[src/rtl/mux_n_pipe_if.sv]
// Handshake bundle for mux_n_pipe: upstream offer (sel/din/flush) and downstream result.
// The block itself takes the slave view; the driving stage takes the master view.
interface mux_n_pipe_if #(
    parameter int unsigned WIDTH  = 32,
    parameter int unsigned NUM_IN = 4,
    parameter int unsigned SEL_W  = 2
);
    logic                    in_valid;
    logic                    in_ready;
    logic [SEL_W-1:0]        sel;
    logic [NUM_IN*WIDTH-1:0] din;
    logic                    flush;
    logic                    out_valid;
    logic                    out_ready;
    logic [WIDTH-1:0]        dout;
    logic [SEL_W-1:0]        out_sel;
    logic                    sel_err;
    logic [7:0]              err_cnt;

    modport master (
        output in_valid, sel, din, flush, out_ready,
        input  in_ready, out_valid, dout, out_sel, sel_err, err_cnt
    );

    modport slave (
        input  in_valid, sel, din, flush, out_ready,
        output in_ready, out_valid, dout, out_sel, sel_err, err_cnt
    );
endinterface

[src/rtl/mux_n_pipe.sv]
// N:1 source selector with a registered valid/ready output stage and a 2-entry skid buffer.
// Out-of-range selects emit DEFAULT_VAL, flag sel_err and bump a saturating error counter.
module mux_n_pipe #(
    parameter int unsigned      WIDTH       = 32,
    parameter int unsigned      NUM_IN      = 4,
    parameter int unsigned      SEL_W       = 2,
    parameter logic [WIDTH-1:0] DEFAULT_VAL = '0
) (
    input logic         clk,
    input logic         rst,
    mux_n_pipe_if.slave bus
);
    typedef enum logic [1:0] {StEmpty, StOne, StFull} state_e;

    state_e           state_q, state_d;
    logic [WIDTH-1:0] main_data_q, main_data_d;
    logic [SEL_W-1:0] main_sel_q, main_sel_d;
    logic             main_err_q, main_err_d;
    logic [WIDTH-1:0] skid_data_q, skid_data_d;
    logic [SEL_W-1:0] skid_sel_q, skid_sel_d;
    logic             skid_err_q, skid_err_d;
    logic [7:0]       err_cnt_q, err_cnt_d;

    logic [WIDTH-1:0] new_data;
    logic             new_err;
    logic             accept;
    logic             emit;

    always_comb begin
        new_data = DEFAULT_VAL;
        for (int unsigned k = 0; k < NUM_IN; k++) begin
            if (32'(bus.sel) == k) begin
                new_data = bus.din[k*WIDTH +: WIDTH];
            end
        end
    end

    assign new_err = (32'(bus.sel) >= NUM_IN);

    // Handshake decoded from registered state only; no path from out_ready to in_ready.
    assign bus.in_ready  = (state_q != StFull);
    assign bus.out_valid = (state_q != StEmpty);
    assign accept        = bus.in_valid && bus.in_ready;
    assign emit          = bus.out_valid && bus.out_ready;

    always_comb begin
        state_d     = state_q;
        main_data_d = main_data_q;
        main_sel_d  = main_sel_q;
        main_err_d  = main_err_q;
        skid_data_d = skid_data_q;
        skid_sel_d  = skid_sel_q;
        skid_err_d  = skid_err_q;
        err_cnt_d   = err_cnt_q;

        if (bus.flush) begin
            state_d = StEmpty;
        end else begin
            case (state_q)
                StEmpty: begin
                    if (accept) begin
                        main_data_d = new_data;
                        main_sel_d  = bus.sel;
                        main_err_d  = new_err;
                        state_d     = StOne;
                    end
                end
                StOne: begin
                    if (accept && emit) begin
                        main_data_d = new_data;
                        main_sel_d  = bus.sel;
                        main_err_d  = new_err;
                    end else if (accept) begin
                        skid_data_d = new_data;
                        skid_sel_d  = bus.sel;
                        skid_err_d  = new_err;
                        state_d     = StFull;
                    end else if (emit) begin
                        state_d = StEmpty;
                    end
                end
                StFull: begin
                    if (emit) begin
                        main_data_d = skid_data_q;
                        main_sel_d  = skid_sel_q;
                        main_err_d  = skid_err_q;
                        state_d     = StOne;
                    end
                end
                default: state_d = StEmpty;
            endcase

            if (accept && new_err && (err_cnt_q != 8'hFF)) begin
                err_cnt_d = err_cnt_q + 8'd1;
            end
        end
    end

    always_ff @(posedge clk) begin
        if (rst) begin
            state_q     <= StEmpty;
            main_data_q <= '0;
            main_sel_q  <= '0;
            main_err_q  <= 1'b0;
            skid_data_q <= '0;
            skid_sel_q  <= '0;
            skid_err_q  <= 1'b0;
            err_cnt_q   <= '0;
        end else begin
            state_q     <= state_d;
            main_data_q <= main_data_d;
            main_sel_q  <= main_sel_d;
            main_err_q  <= main_err_d;
            skid_data_q <= skid_data_d;
            skid_sel_q  <= skid_sel_d;
            skid_err_q  <= skid_err_d;
            err_cnt_q   <= err_cnt_d;
        end
    end

    assign bus.dout    = main_data_q;
    assign bus.out_sel = main_sel_q;
    assign bus.sel_err = main_err_q;
    assign bus.err_cnt = err_cnt_q;
endmodule

[src/flat_wrapper.sv]
// flat-port wrapper written by rule: the top's interface ports become plain ports
module mux_n_pipe_flat 
#(
    parameter int unsigned      WIDTH       = 32,
    parameter int unsigned      NUM_IN      = 4,
    parameter int unsigned      SEL_W       = 2,
    parameter logic [WIDTH-1:0] DEFAULT_VAL = '0
)
  (clk, rst, bus_in_valid, bus_sel, bus_din, bus_flush, bus_out_ready, bus_in_ready, bus_out_valid, bus_dout, bus_out_sel, bus_sel_err, bus_err_cnt);
  mux_n_pipe_if #(.WIDTH(WIDTH), .NUM_IN(NUM_IN), .SEL_W(SEL_W)) bus_i ();
  input logic clk;
  input logic rst;
  input wire logic [$bits(bus_i.in_valid)-1:0] bus_in_valid;
  input wire logic [$bits(bus_i.sel)-1:0] bus_sel;
  input wire logic [$bits(bus_i.din)-1:0] bus_din;
  input wire logic [$bits(bus_i.flush)-1:0] bus_flush;
  input wire logic [$bits(bus_i.out_ready)-1:0] bus_out_ready;
  output wire logic [$bits(bus_i.in_ready)-1:0] bus_in_ready;
  output wire logic [$bits(bus_i.out_valid)-1:0] bus_out_valid;
  output wire logic [$bits(bus_i.dout)-1:0] bus_dout;
  output wire logic [$bits(bus_i.out_sel)-1:0] bus_out_sel;
  output wire logic [$bits(bus_i.sel_err)-1:0] bus_sel_err;
  output wire logic [$bits(bus_i.err_cnt)-1:0] bus_err_cnt;
  assign bus_i.in_valid = bus_in_valid;
  assign bus_i.sel = bus_sel;
  assign bus_i.din = bus_din;
  assign bus_i.flush = bus_flush;
  assign bus_i.out_ready = bus_out_ready;
  assign bus_in_ready = bus_i.in_ready;
  assign bus_out_valid = bus_i.out_valid;
  assign bus_dout = bus_i.dout;
  assign bus_out_sel = bus_i.out_sel;
  assign bus_sel_err = bus_i.sel_err;
  assign bus_err_cnt = bus_i.err_cnt;
  mux_n_pipe #(.WIDTH(WIDTH), .NUM_IN(NUM_IN), .SEL_W(SEL_W), .DEFAULT_VAL(DEFAULT_VAL)) u_core (.clk(clk), .rst(rst), .bus(bus_i));
endmodule
[config.mk]
export PLATFORM = sky130hd
export DESIGN_NAME = mux_n_pipe_flat
export DESIGN_NICKNAME = d
export VERILOG_FILES = /design/src/rtl/mux_n_pipe_if.sv /design/src/rtl/mux_n_pipe.sv /design/src/flat_wrapper.sv
export SDC_FILE = /design/constraint.sdc
export NUM_CORES = 1
export LEC_CHECK = 0
export BUFFER_PORTS_ARGS = -buffer_cell sky130_fd_sc_hd__buf_2
export CORE_MARGIN = 5
export CORE_UTILIZATION = 42
export DETAILED_ROUTE_END_ITERATION = 7
export PLACE_DENSITY_LB_ADDON = 0.1
export RECOVER_POWER = 50
export SLEW_MARGIN = 20
export SYNTH_ARGS = -nofsm -noshare
export SYNTH_HDL_FRONTEND = slang
export SYNTH_SLANG_ARGS = --single-unit
[constraint.sdc]
create_clock -name clk -period 1.8 [get_ports clk]
set_input_delay 0.09 -clock clk [delete_from_list [all_inputs] [get_ports clk]]
set_output_delay 0.09 -clock clk [all_outputs]
set_load 0.02 [all_outputs]
## Word level (Yosys, flattened, before mapping)

Index checks and enable logic that the tools add are counted.

| word-level totals | value |
|---|---|
| register bits | 71 |
| logic and storage cells | 52 |

| cells by class | value |
|---|---|
| equal/unequal tests | 11 |
| mux-type cells | 22 |
| bitwise gates (word level) | 2 |
| reductions and logical operators | 11 |

Operators by type and width:

| operator | count |
|---|---|
| $mux W32 | 7 |
| $pmux W32 S3 | 1 |
| $mux W2 | 8 |
| $pmux W2 S3 | 2 |
| $reduce_and A4 Y1 | 2 |
| $eq A2 B2 Y1 const B | 3 |
| $ne A2 B1 Y1 const B | 3 |
| $reduce_and A5 Y1 | 1 |
| $eq A2 B1 Y1 const B | 2 |
| $logic_not A2 Y1 | 2 |
| $ne A2 B2 Y1 const B | 2 |
| $logic_and A1 B1 Y1 | 3 |
| $mux W1 | 3 |
| $ne A3 B1 Y1 const B | 1 |
| $pmux W1 S3 | 1 |
| $reduce_bool A3 Y1 | 1 |
| $not A1 Y1 | 2 |
| $reduce_bool A2 Y1 | 1 |
| $reduce_or A2 Y1 | 1 |

## Logic depth before layout (Yosys ltp)

Gate-level depths: netlist (run 1).

| logic depth | value |
|---|---|
| depth in word-level cells | 7 |
| gate-level depth with buffers | 7 |
| depth with buffers taken out | 5 |

## Least setup slack after synthesis (run 1)

No wires, ideal clock.

| timing path | value |
|---|---|
| kind | register to register |
| start point | register u_core.state_q[1] |
| end point | register u_core.skid_data_q[0] |
| setup time | 0.117 ns |
| data arrival time | 1.303 ns |
| slack | 0.379 ns |
| cell stages (with the launch flop) | 8 |
| period minus slack after synthesis | 1.421 ns |
| cells stage by stage | dfxtp_1 > nor2b_4 > and3_1 > buf_6 > nor2b_4 > buf_6 > buf_6 > a32o_1 |

| on the way | value |
|---|---|
| longest elaborated chain between the ends | 5 |
| elaborated cells on any way between the ends | 8 |

Ends and longest elaborated chain:

| element | line | source |
|---|---|---|
| start: declaration | mux_n_pipe.sv:15 | `state_e state_q, state_d;` |
| start signal: assignment | mux_n_pipe.sv:101 | `state_q <= StEmpty;` |
| start signal: assignment | mux_n_pipe.sv:110 | `state_q <= state_d;` |
| $ne A2 B2 Y1 / $reduce_bool A2 Y1 (equally long branches) | mux_n_pipe.sv:41, mux_n_pipe.sv:42 |  |
| $logic_and A1 B1 Y1, on equally long branches | mux_n_pipe.sv:43, mux_n_pipe.sv:44 |  |
| $logic_and A1 B1 Y1 | mux_n_pipe.sv:69 | `if (accept && emit) begin` |
| $not A1 Y1 (no source line) | n/a |  |
| $reduce_and A4 Y1 (no source line) (*) | n/a |  |
| end signal: assignment | mux_n_pipe.sv:114 | `skid_data_q <= skid_data_d;` |
| end: declaration | mux_n_pipe.sv:19 | `logic [WIDTH-1:0] skid_data_q, skid_data_d;` |

Every way passes the cells marked *; elsewhere a longest branch is shown, timed or not.
A chain may end at the register's enable or synchronous reset.

## Worst setup path in the final report (run 1)

| timing path | value |
|---|---|
| start point | register u_core.state_q[0] |
| end point | register u_core.skid_data_q[2] |

Same word-level chain as after synthesis.

==> flow_summary_export.csv, run 1 <==
group,metric,value,unit
logic_synthesis,syn_inst,521,
timing,relSlewSlack,0.568,
logic_synthesis,synth_edf_count,0,
power_and_ir_drop,power_density,719,mW/mm2
clocking,clock_sinks,70,
placed_design,port_buffers,170,
cells_and_area,area_growth,24.5,%
drt,dr.pass1.iters,5,
logic_synthesis,syn_avg_cell_area,8.42,um2
grt,grt_usage,0.203,
cells_and_area,final_cells,813,
logic_synthesis,synth.area.top_cells,"dfxtp_1 32%, mux2i_1 12%, a32o_1 7.3%",
placed_design,placedCellCount,795,
placed_design,dpl.hpwl,9550,um
clocking,clockRootBuffer,"clkbuf_8",
power_and_ir_drop,p_sw,0.00117,W
power_and_ir_drop,comb_power_share,0.222,
setup_path,cp-end-kind,"register",
setup_path,crit_buf_inv,2,
timing,min_period_over_period,0.925,
drt,wire_per_inst,16.2,um
logic_synthesis,synth.cell_area,0.00439,mm2
cells_and_area,nets,806,
die,io-pin-count,180,
grt,antenna_found_initial,1,
clocking,cts.path.max_buffers,2,
timing,setup_viol,0,
drt,drt.antenna.violating_nets,0,
min_path,hp-start,"bus_din[73]",
timing,rsz0062_at_grt,"no",
drt,drtIter0Drc,234,
placed_design,gp_congestion,0.779,
die,die_y,112,um
grt,grt_pass1_vias,4475,
clocking,cts_tree,"built",
grt,grt_max_degree,59,
clocking,post_cts_buffers,0,
die,rows,37,
clocking,htreeDepth,3,
power_and_ir_drop,p_clk_frac,0.357,
grt,overflow,0,
run_status,outcome,"completed",
logic_synthesis,synth_seq_area_share,0.320,
die,initial_core_util,0.427,
power_and_ir_drop,ir_drop,0.418,mV
logic_synthesis,synthMostInstantiatedCell,"dfxtp_1",
timing,drv_slew,0,
setup_path,crit_top_cell,"buf_4",
timing,finalHoldViolations,0,
setup_path,cp.required,2.09,ns
setup_path,cp_slowest_stage_delay,0.46,ns
logic_synthesis,yosys_warnings,0,
drt,routed_wl,13200,um
logic_synthesis,synth_top_area_share,0.320,
clocking,numCtsBuffers,9,
timing,tns,0,ns
drt,dr_total_vias,4423,
setup_path,startpoint,"u_core.state_q[0]",
setup_path,path_class,"register to register",
setup_path,r2r-start,"u_core.state_q[0]",
power_and_ir_drop,internal_power,0.00276,W
min_path,hold_path_class,"primary input to register",
drt,via_per_inst,5.44,
logic_synthesis,synth_commonest_cells,"70 x dfxtp_1, 56 x nand2_1, 54 x mux2i_1, 53 x nor3_1, 47 x a21oi_1",
setup_path,cp_top_family,"simple AND/OR/NAND/NOR gates",
timing,fin_skew,0.00630,ns
cells_and_area,layout-drive-gt1-share,0.311,
setup_path,crit_slowest_cell,"dfxtp_1",
logic_synthesis,ys_ff_latch,70,
logic_synthesis,ys_async_sr_fraction,0,
logic_synthesis,synth.distinct_cells,37,
logic_synthesis,yosysTopAreaCell,"dfxtp_1",
grt,grt_pass1_wl,21300,um
drt,drc_errors,0,
setup_path,worst_setup_path_start_kind,"register",
clocking,clkTransAtPathRegs,0.08,ns
logic_synthesis,synth_flop_cell,"dfxtp_1",
clocking,worstSkewPairLatency,0.35,ns
run,drv_cap,0,
setup_path,critPathArrivalTime,1.96,ns
die,die_x,112,um
timing,worstMarginPinSlew,0.647,ns
power_and_ir_drop,power_frac_seq,0.421,
die,dieArea,0.0126,mm2
die,core,0.0103,mm2
setup_path,path_cells,"and3_1 -> buf_4 -> nor2b_4 -> buf_4 -> a32o_1",
cells_and_area,fill_cells,1050,
power_and_ir_drop,switching_share,0.298,
timing,fmax,601,MHz
setup_path,crit_fanout,10,
power_and_ir_drop,p_leak,2.35,nW
timing,fin_crit,1.66,ns
worst register-to-register path, delay by kind of cell, from the launching register on:
family	cells	cell delay, ns
buffers and inverters	2	0.39
AO/OA/AOI/OAI	1	0.17
AND/OR/NAND/NOR	2	0.59
flip-flops	1	0.46
final timing paths:
check        cells past startpoint  slack, ns                     to
max                              5       0.14  u_core.skid_data_q[2]
min                              4       0.13  u_core.skid_data_q[9]
max reg2reg                      5       0.14  u_core.skid_data_q[2]
min reg2reg                      2       0.46    u_core.bus.dout[14]
cell type report:
class	instances	area [um2]	area share
Sequential cell	70	1400	0.257
Clock inverter	7	88.8	0.0163
Multi-Input combinational cell	361	2490	0.457
Tap cell	136	170	0.0312
Timing Repair Buffer	194	1040	0.191
Inverter	35	131	0.0241
Clock buffer	9	124	0.0227
Antenna cell	1	2.50	0.000459
per-layer routing:
metal  routed length [um]  share of wire  track usage  up-vias
li1                     -              -            -     2182
met1                 5530           0.42        0.256     2047
met2                 6490           0.49        0.346      175
met3                  959          0.073       0.0367       19
met4                  233          0.018       0.0713        0
met5                    0              0            0        -
what timing repair did:
action	in CTS	in global routing
endpoints found under the hold margin	1	0
setup endpoints to repair	20	6
hold buffers	1	0
resized for setup	3	3
power groups by stage:
stage	sequential (W)	combinational, W	clock [W]
final	0.00165	0.000872	0.00140
after global routing	0.00166	0.000964	0.00147
after CTS	0.00165	0.000892	0.00142
after detailed placement	0.00169	0.000883	0
after global placement	0.00168	0.000871	0
after floorplan	0.00174	0.000511	0
cells in the final DEF, fill, tap and decap left out, types with 2 or more instances in the layout:
cell type	count
nor4b_2	2
a221oi_1	12
clkinv_2	4
nor2_1	3
nor2b_4	3
o21ai_0	13
mux2_2	12
buf_4	18
mux2i_1	54
or2_0	2
a211oi_1	21
a21oi_1	47
conb_1	9
clkbuf_1	35
dfxtp_1	69
inv_2	2
or2_2	11
buf_2	135
bufinv_16	2
nand2_1	56
clkbuf_8	9
inv_1	33
nor2_2	2
buf_12	4
a32o_1	32
nor4b_1	17
nor3_1	53
through the flow:
stage	instance area, um2	hold WS (ns)	total power [W]	setup WS [ns]	util
after floorplan	4420	0.167	0.00225	0.379	-
after global placement	5260	0.334	0.00256	0.0438	0.512
after detailed placement	5260	0.343	0.00257	-0.0343	0.512
after CTS	5490	0.125	0.00396	0.0900	0.534
after global routing	5460	0.162	0.00409	0.0201	0.531
final	5460	0.126	0.00392	0.135	0.531
cells by family after synthesis:
family	after synthesis	share of synthesized area
AOI/OAI and AO/OA	132	0.216
buffers and inverters	98	0.124
DFF	70	0.320
muxes	66	0.154
other	1	0.000855
and+or+nand+nor	154	0.186
flip-flops by register name, indices dropped and copies added (netlist names):
register / cells
u_core.skid_data_q: 32
u_core.bus.out_sel: 2
u_core.bus.dout: 32
u_core.skid_sel_q: 2
u_core.state_q: 2
Power figures use the tool's default switching activity.
==> run 2: changes to the inputs <==
- CORE_UTILIZATION: 42 -> 49
==> run 2 against run 1 <==
Die area down 13%. Register-to-register slack worse by 0.03 ns. Sequential share of layout area up 0.48 points. Combinational power down 0.9%. First-iteration DRC count up 19%. Critical path depth unchanged. Final cell count down 4.2%. Sequential cell count unchanged. Worst hold slack better by 0.021 ns. Maximum frequency down 2.0%. Sequential power about the same. Global-route usage up 2.3 points. Largest power group unchanged.
==> flow_summary_export.csv, run 2 (synthesized netlist as in run 1, its figures left out) <==
group,metric,value,unit
die,initial_core_util,0.503,
timing,rsz0062_at_grt,"yes",
drt,dr.pass1.iters,5,
grt,grt_pass1_wl,20800,um
clocking,htreeDepth,3,
timing,fin_skew,0.0125,ns
clocking,worstSkewPairLatency,0.34,ns
cells_and_area,final_cells,779,
placed_design,dp_slack,0.0507,ns
drt,drtIter0Drc,279,
cells_and_area,diodes,0,
min_path,hold-path-endpoint,"u_core.skid_data_q[0]",
run,drv_cap,0,
cells_and_area,final-seq-area,0.00140,mm2
clocking,cts.path.max_buffers,2,
power_and_ir_drop,power_density,696,mW/mm2
grt,grt_max_degree,54,
drt,drt.antenna.violating_nets,0,
die,dieArea,0.0109,mm2
grt,grt_pass1_vias,4354,
drt,via_per_inst,5.69,
setup_path,crit_fanout,27,
placed_design,port_buffers,170,
placed_design,gp_congestion,0.800,
setup_path,cp-end-kind,"register",
setup_path,reg2reg_depth,5,
grt,overflow,0,
timing,relSlewSlack,0.583,
drt,dr_total_vias,4430,
power_and_ir_drop,p_leak,2.32,nW
power_and_ir_drop,ir_drop,0.439,mV
timing,drv_slew,0,
clocking,clockRootBuffer,"clkbuf_8",
placed_design,placedCellCount,765,
grt,grt-busiest-layer,"met2",
cells_and_area,layout-drive-gt1-share,0.303,
timing,min_period_over_period,0.943,
die,io-pin-count,180,
cells_and_area,fill_cells,823,
grt,met2_usage,0.388,
setup_path,cp.required,2.01,ns
grt,grt_use_met3,0.0580,
timing,fmax,589,MHz
min_path,hold_path_class,"primary input to register",
grt,antenna_found_initial,1,
placed_design,dpl.hpwl,9310,um
drt,drc_errors,0,
grt,grt_usage,0.225,
drt,wire_per_inst,16.4,um
min_path,hold_path_depth,4,
die,rows,34,
clocking,cts_tree,"built",
cells_and_area,final_common_cell,"buf_2",
cells_and_area,multi_input_area,0.00249,mm2
grt,grt_util_met1,0.284,
timing,worst_slack,0.102,ns
placed_design,place_area,0.00519,mm2
setup_path,critPathArrivalTime,1.91,ns
cells_and_area,nets,804,
cells_and_area,stdcell_area,0.00535,mm2
cells_and_area,final_cell_mix,"134 x buf_2, 70 x dfxtp_1, 56 x nand2_1, 54 x mux2i_1, 53 x nor3_1",
min_path,hp-start,"bus_din[64]",
setup_path,r2r-start,"u_core.state_q[1]",
run_status,outcome,"completed",
die,die_y,105,um
drt,routed_wl,12800,um
die,die_x,105,um
timing,fin_crit,1.70,ns
clocking,clock_sinks,70,
die,core,0.00872,mm2
clocking,numCtsBuffers,9,
setup_path,ff2ff_setup_slack,0.10,ns
timing,worstMarginPinSlew,0.625,ns
clocking,clkTransAtPathRegs,0.08,ns
setup_path,worst_setup_path_start_kind,"register",
setup_path,path_class,"register to register",
setup_path,regToRegEndpoint,"u_core.bus.dout[5]",
timing,finalHoldViolations,0,
timing,setup_viol,0,
cells_and_area,area_growth,22.1,%
[run 2: per-stage QoR]
step	util	TNS, ns	hold slack (ns)	total power, W
floorplan	-	0	0.167	0.00225
global placement	0.596	0	0.336	0.00254
detailed placement	0.596	0	0.355	0.00256
CTS	0.617	0	0.138	0.00376
global route	0.614	-0.00130	0.151	0.00391
finish	0.614	0	0.147	0.00372
[run 2: worst max path at each step]
stage | startpoint | to | slack [ns] | cells after the start
after floorplan | u_core.state_q[1] | u_core.skid_data_q[0] | 0.38 | 7
after global placement | u_core.state_q[1] | u_core.bus.dout[19] | 0.11 | 4
after detailed placement | u_core.state_q[1] | u_core.bus.dout[19] | 0.05 | 4
after CTS | u_core.state_q[1] | u_core.bus.dout[19] | 0.03 | 4
after global routing | u_core.state_q[1] | u_core.bus.dout[5] | -0.001 | 5
final | u_core.state_q[1] | u_core.bus.dout[5] | 0.10 | 5
[run 2: layout make-up]
cell class,count,share of cell area
repair buffers,192,0.190
well taps,108,0.0252
inverters,35,0.0245
clock buffers,11,0.0264
flip-flops and latches,70,0.262
multi-input cells,361,0.465
clock inverters,2,0.00655
[run 2: critical path: stages (launching register included)]
cell and delay [ns]:
dfxtp_1 0.45, nor2b_4 0.27, buf_4 0.30, nor3_1 0.09, nor4b_1 0.35, a211oi_1 0.10
[run 2: timing repair]
action / 4_1_cts / 5_1_grt
hold endpoints to repair: 1 / 0
resized for setup: 0 / 4
hold buffers: 1 / 0
setup buffers: 0 / 0
setup endpoints to repair: 0 / 14
[run 2: power breakdown]
group          internal (W)  switching, W
Sequential          0.00161     0.0000410
Clock              0.000654      0.000554
Combinational      0.000369      0.000495
[run 2: per-layer routing]
| metal | routed length (um) | vias to the layer above | part of all wire |
|---|---|---|---|
| met1 | 5240 | 2042 | 0.41 |
| met5 | 11 | - | 0.00086 |
| met2 | 6380 | 203 | 0.50 |
| met3 | 1080 | 10 | 0.085 |
| met4 | 86 | 2 | 0.0067 |
| li1 | - | 2173 | - |
==> run 3: changes to the inputs <==
- CORE_MARGIN: 5 -> not set
- clock period: 1.8 -> 1.65 ns (I/O delays scaled with it)
==> run 3 against run 2 <==
Sequential power up 9%. Critical path depth unchanged. Combinational power up 12%. Worst setup slack worse by 0.038 ns. First-iteration DRC count down 31%. Global-route usage up 3.6 points. Clock power down 3%. Via count up 1.2%. Critical path type unchanged. Sequential cell count unchanged. Register-to-register slack worse by 0.04 ns. Worst hold slack worse by 0.068 ns. Count of clock-buffer cells in the layout down 1.
==> flow_summary_export.csv, run 3 (synthesized netlist as in run 1, its figures left out) <==
group,metric,value,unit
setup_path,path_cells,"nor2b_4 -> buf_6 -> nor3_1 -> nor4b_1 -> a211oi_1",
die,io-pin-count,180,
cells_and_area,layout-drive-gt1-share,0.313,
drt,via_per_inst,5.72,
timing,min_period_over_period,0.962,
drt,routed_wl,12500,um
power_and_ir_drop,power_frac_seq,0.457,
grt,grt_usage,0.262,
timing,drv_slew,0,
die,die_x,96.6,um
clocking,clkTransAtPathRegs,0.08,ns
placed_design,port_buffers,170,
setup_path,startpoint,"u_core.state_q[1]",
placed_design,placedCellCount,767,
grt,grt_max_degree,41,
drt,drtIter0Drc,192,
setup_path,cp-end-kind,"register",
setup_path,crit_fanout,22,
setup_path,reg2reg_depth,5,
setup_path,critPathCapture,"u_core.bus.dout[10]",
setup_path,cp_top_family,"simple AND/OR/NAND/NOR gates",
clocking,cts_tree,"built",
cells_and_area,diodes,0,
drt,drc_errors,0,
min_path,hp-start,"rst",
power_and_ir_drop,p_leak,2.35,nW
setup_path,regToRegEndpoint,"u_core.bus.dout[10]",
setup_path,crit_cells,5,
setup_path,ff2ff_setup_slack,0.06,ns
die,initial_core_util,0.505,
timing,rsz0062_at_grt,"yes",
run,drv_cap,0,
die,rows,34,
drt,dr_total_vias,4482,
grt,overflow,0,
min_path,hold_path_depth,2,
timing,worstMarginPinSlew,0.632,ns
clocking,clockRootBuffer,"clkbuf_8",
setup_path,cp.required,1.86,ns
die,dieArea,0.00933,mm2
power_and_ir_drop,ir_drop,0.449,mV
placed_design,gp_congestion,0.808,
setup_path,cp_slowest_stage_delay,0.39,ns
die,die_y,96.6,um
power_and_ir_drop,p_clk_frac,0.298,
timing,fmax,630,MHz
power_and_ir_drop,switching_share,0.314,
power_and_ir_drop,comb_power_share,0.245,
setup_path,r2r-start,"u_core.state_q[1]",
cells_and_area,area_growth,23.9,%
drt,drt.antenna.violating_nets,0,
clocking,clock_sinks,70,
power_and_ir_drop,power_density,725,mW/mm2
cells_and_area,fill_cells,778,
cells_and_area,final_cell_mix,"135 x buf_2, 69 x dfxtp_1, 56 x nand2_1, 54 x mux2i_1, 53 x nor3_1",
setup_path,crit_slowest_cell,"dfxtp_2",
power_and_ir_drop,internal_power,0.00270,W
timing,setup_viol,0,
timing,relSlewSlack,0.578,
clocking,cts.path.max_buffers,2,
die,core,0.00868,mm2
min_path,hold_path_class,"primary input to register",
setup_path,critPathArrivalTime,1.79,ns
clocking,worstSkewPairLatency,0.34,ns
cells_and_area,final_cells,783,
cells_and_area,nets,806,
cells_and_area,fin_util,0.626,
clocking,htreeDepth,3,
setup_path,crit_buf_inv,1,
setup_path,path_class,"register to register",
grt,grt_pass1_wl,20300,um
power_and_ir_drop,p_sw,0.00124,W
clocking,numCtsBuffers,9,
timing,fin_crit,1.59,ns
timing,finalHoldViolations,0,
timing,fin_skew,0.00920,ns
drt,wire_per_inst,15.9,um
run_status,outcome,"completed",
grt,grt_pass1_vias,4371,
grt,antenna_found_initial,0,
drt,dr.pass1.iters,5,
cells_and_area,final_common_cell,"buf_2",
setup_path,worst_setup_path_start_kind,"register",
placed_design,dpl.hpwl,8760,um
run 3: worst min-delay path by stage:
stage,slack [ns],endpoint
global route,0.11,u_core.skid_sel_q[0]
floorplan,0.16,u_core.state_q[1]
finish,0.08,u_core.skid_sel_q[0]
global placement,0.33,u_core.state_q[1]
detailed placement,0.34,u_core.state_q[1]
CTS,0.06,u_core.skid_sel_q[0]
run 3: metal layers:
metal / vias up / track usage / wire [um]
met1: 2097 / 0.320 / 5330
met2: 186 / 0.459 / 6150
li1: 2181 / - / -
met5: - / 0 / 0
met4: 0 / 0.0930 / 184
met3: 18 / 0.0441 / 795
run 3: power groups by stage:
stage	clock network (W)	registers (W)	logic [W]
after floorplan	0	0.00190	0.000557
after global placement	0	0.00184	0.000943
after detailed placement	0	0.00184	0.000969
after CTS	0.00119	0.00180	0.000976
after global routing	0.00125	0.00181	0.00106
final	0.00117	0.00180	0.000967
run 3: cell type report:
class,instances,area (um2),area share
inverters,35,131,0.0242
well taps,108,135,0.0249
multi-input cells,361,2510,0.462
flip-flops and latches,70,1400,0.258
clock inverters,5,27.5,0.00507
repair buffers,194,1100,0.203
clock buffers,10,128,0.0235
run 3: through the flow:
stage                     total power (W)  setup TNS, ns  setup WS (ns)  cell area, um2  hold slack, ns
after floorplan                   0.00246              0          0.229            4420           0.160
after global placement            0.00278         -0.905        -0.0916            5260           0.328
after detailed placement          0.00281          -1.82         -0.174            5260           0.340
after CTS                         0.00396        -0.0273       -0.00863            5430          0.0594
after global routing              0.00412        -0.0158        -0.0112            5430           0.113
final                             0.00394              0         0.0633            5430          0.0791
run 3: timing repair:
action | in CTS | in global routing
hold buffers | 1 | 0
endpoints found under the setup margin | 18 | 56
resized for setup | 3 | 10
buffers inserted | 0 | 0
hold endpoints to repair | 1 | 0
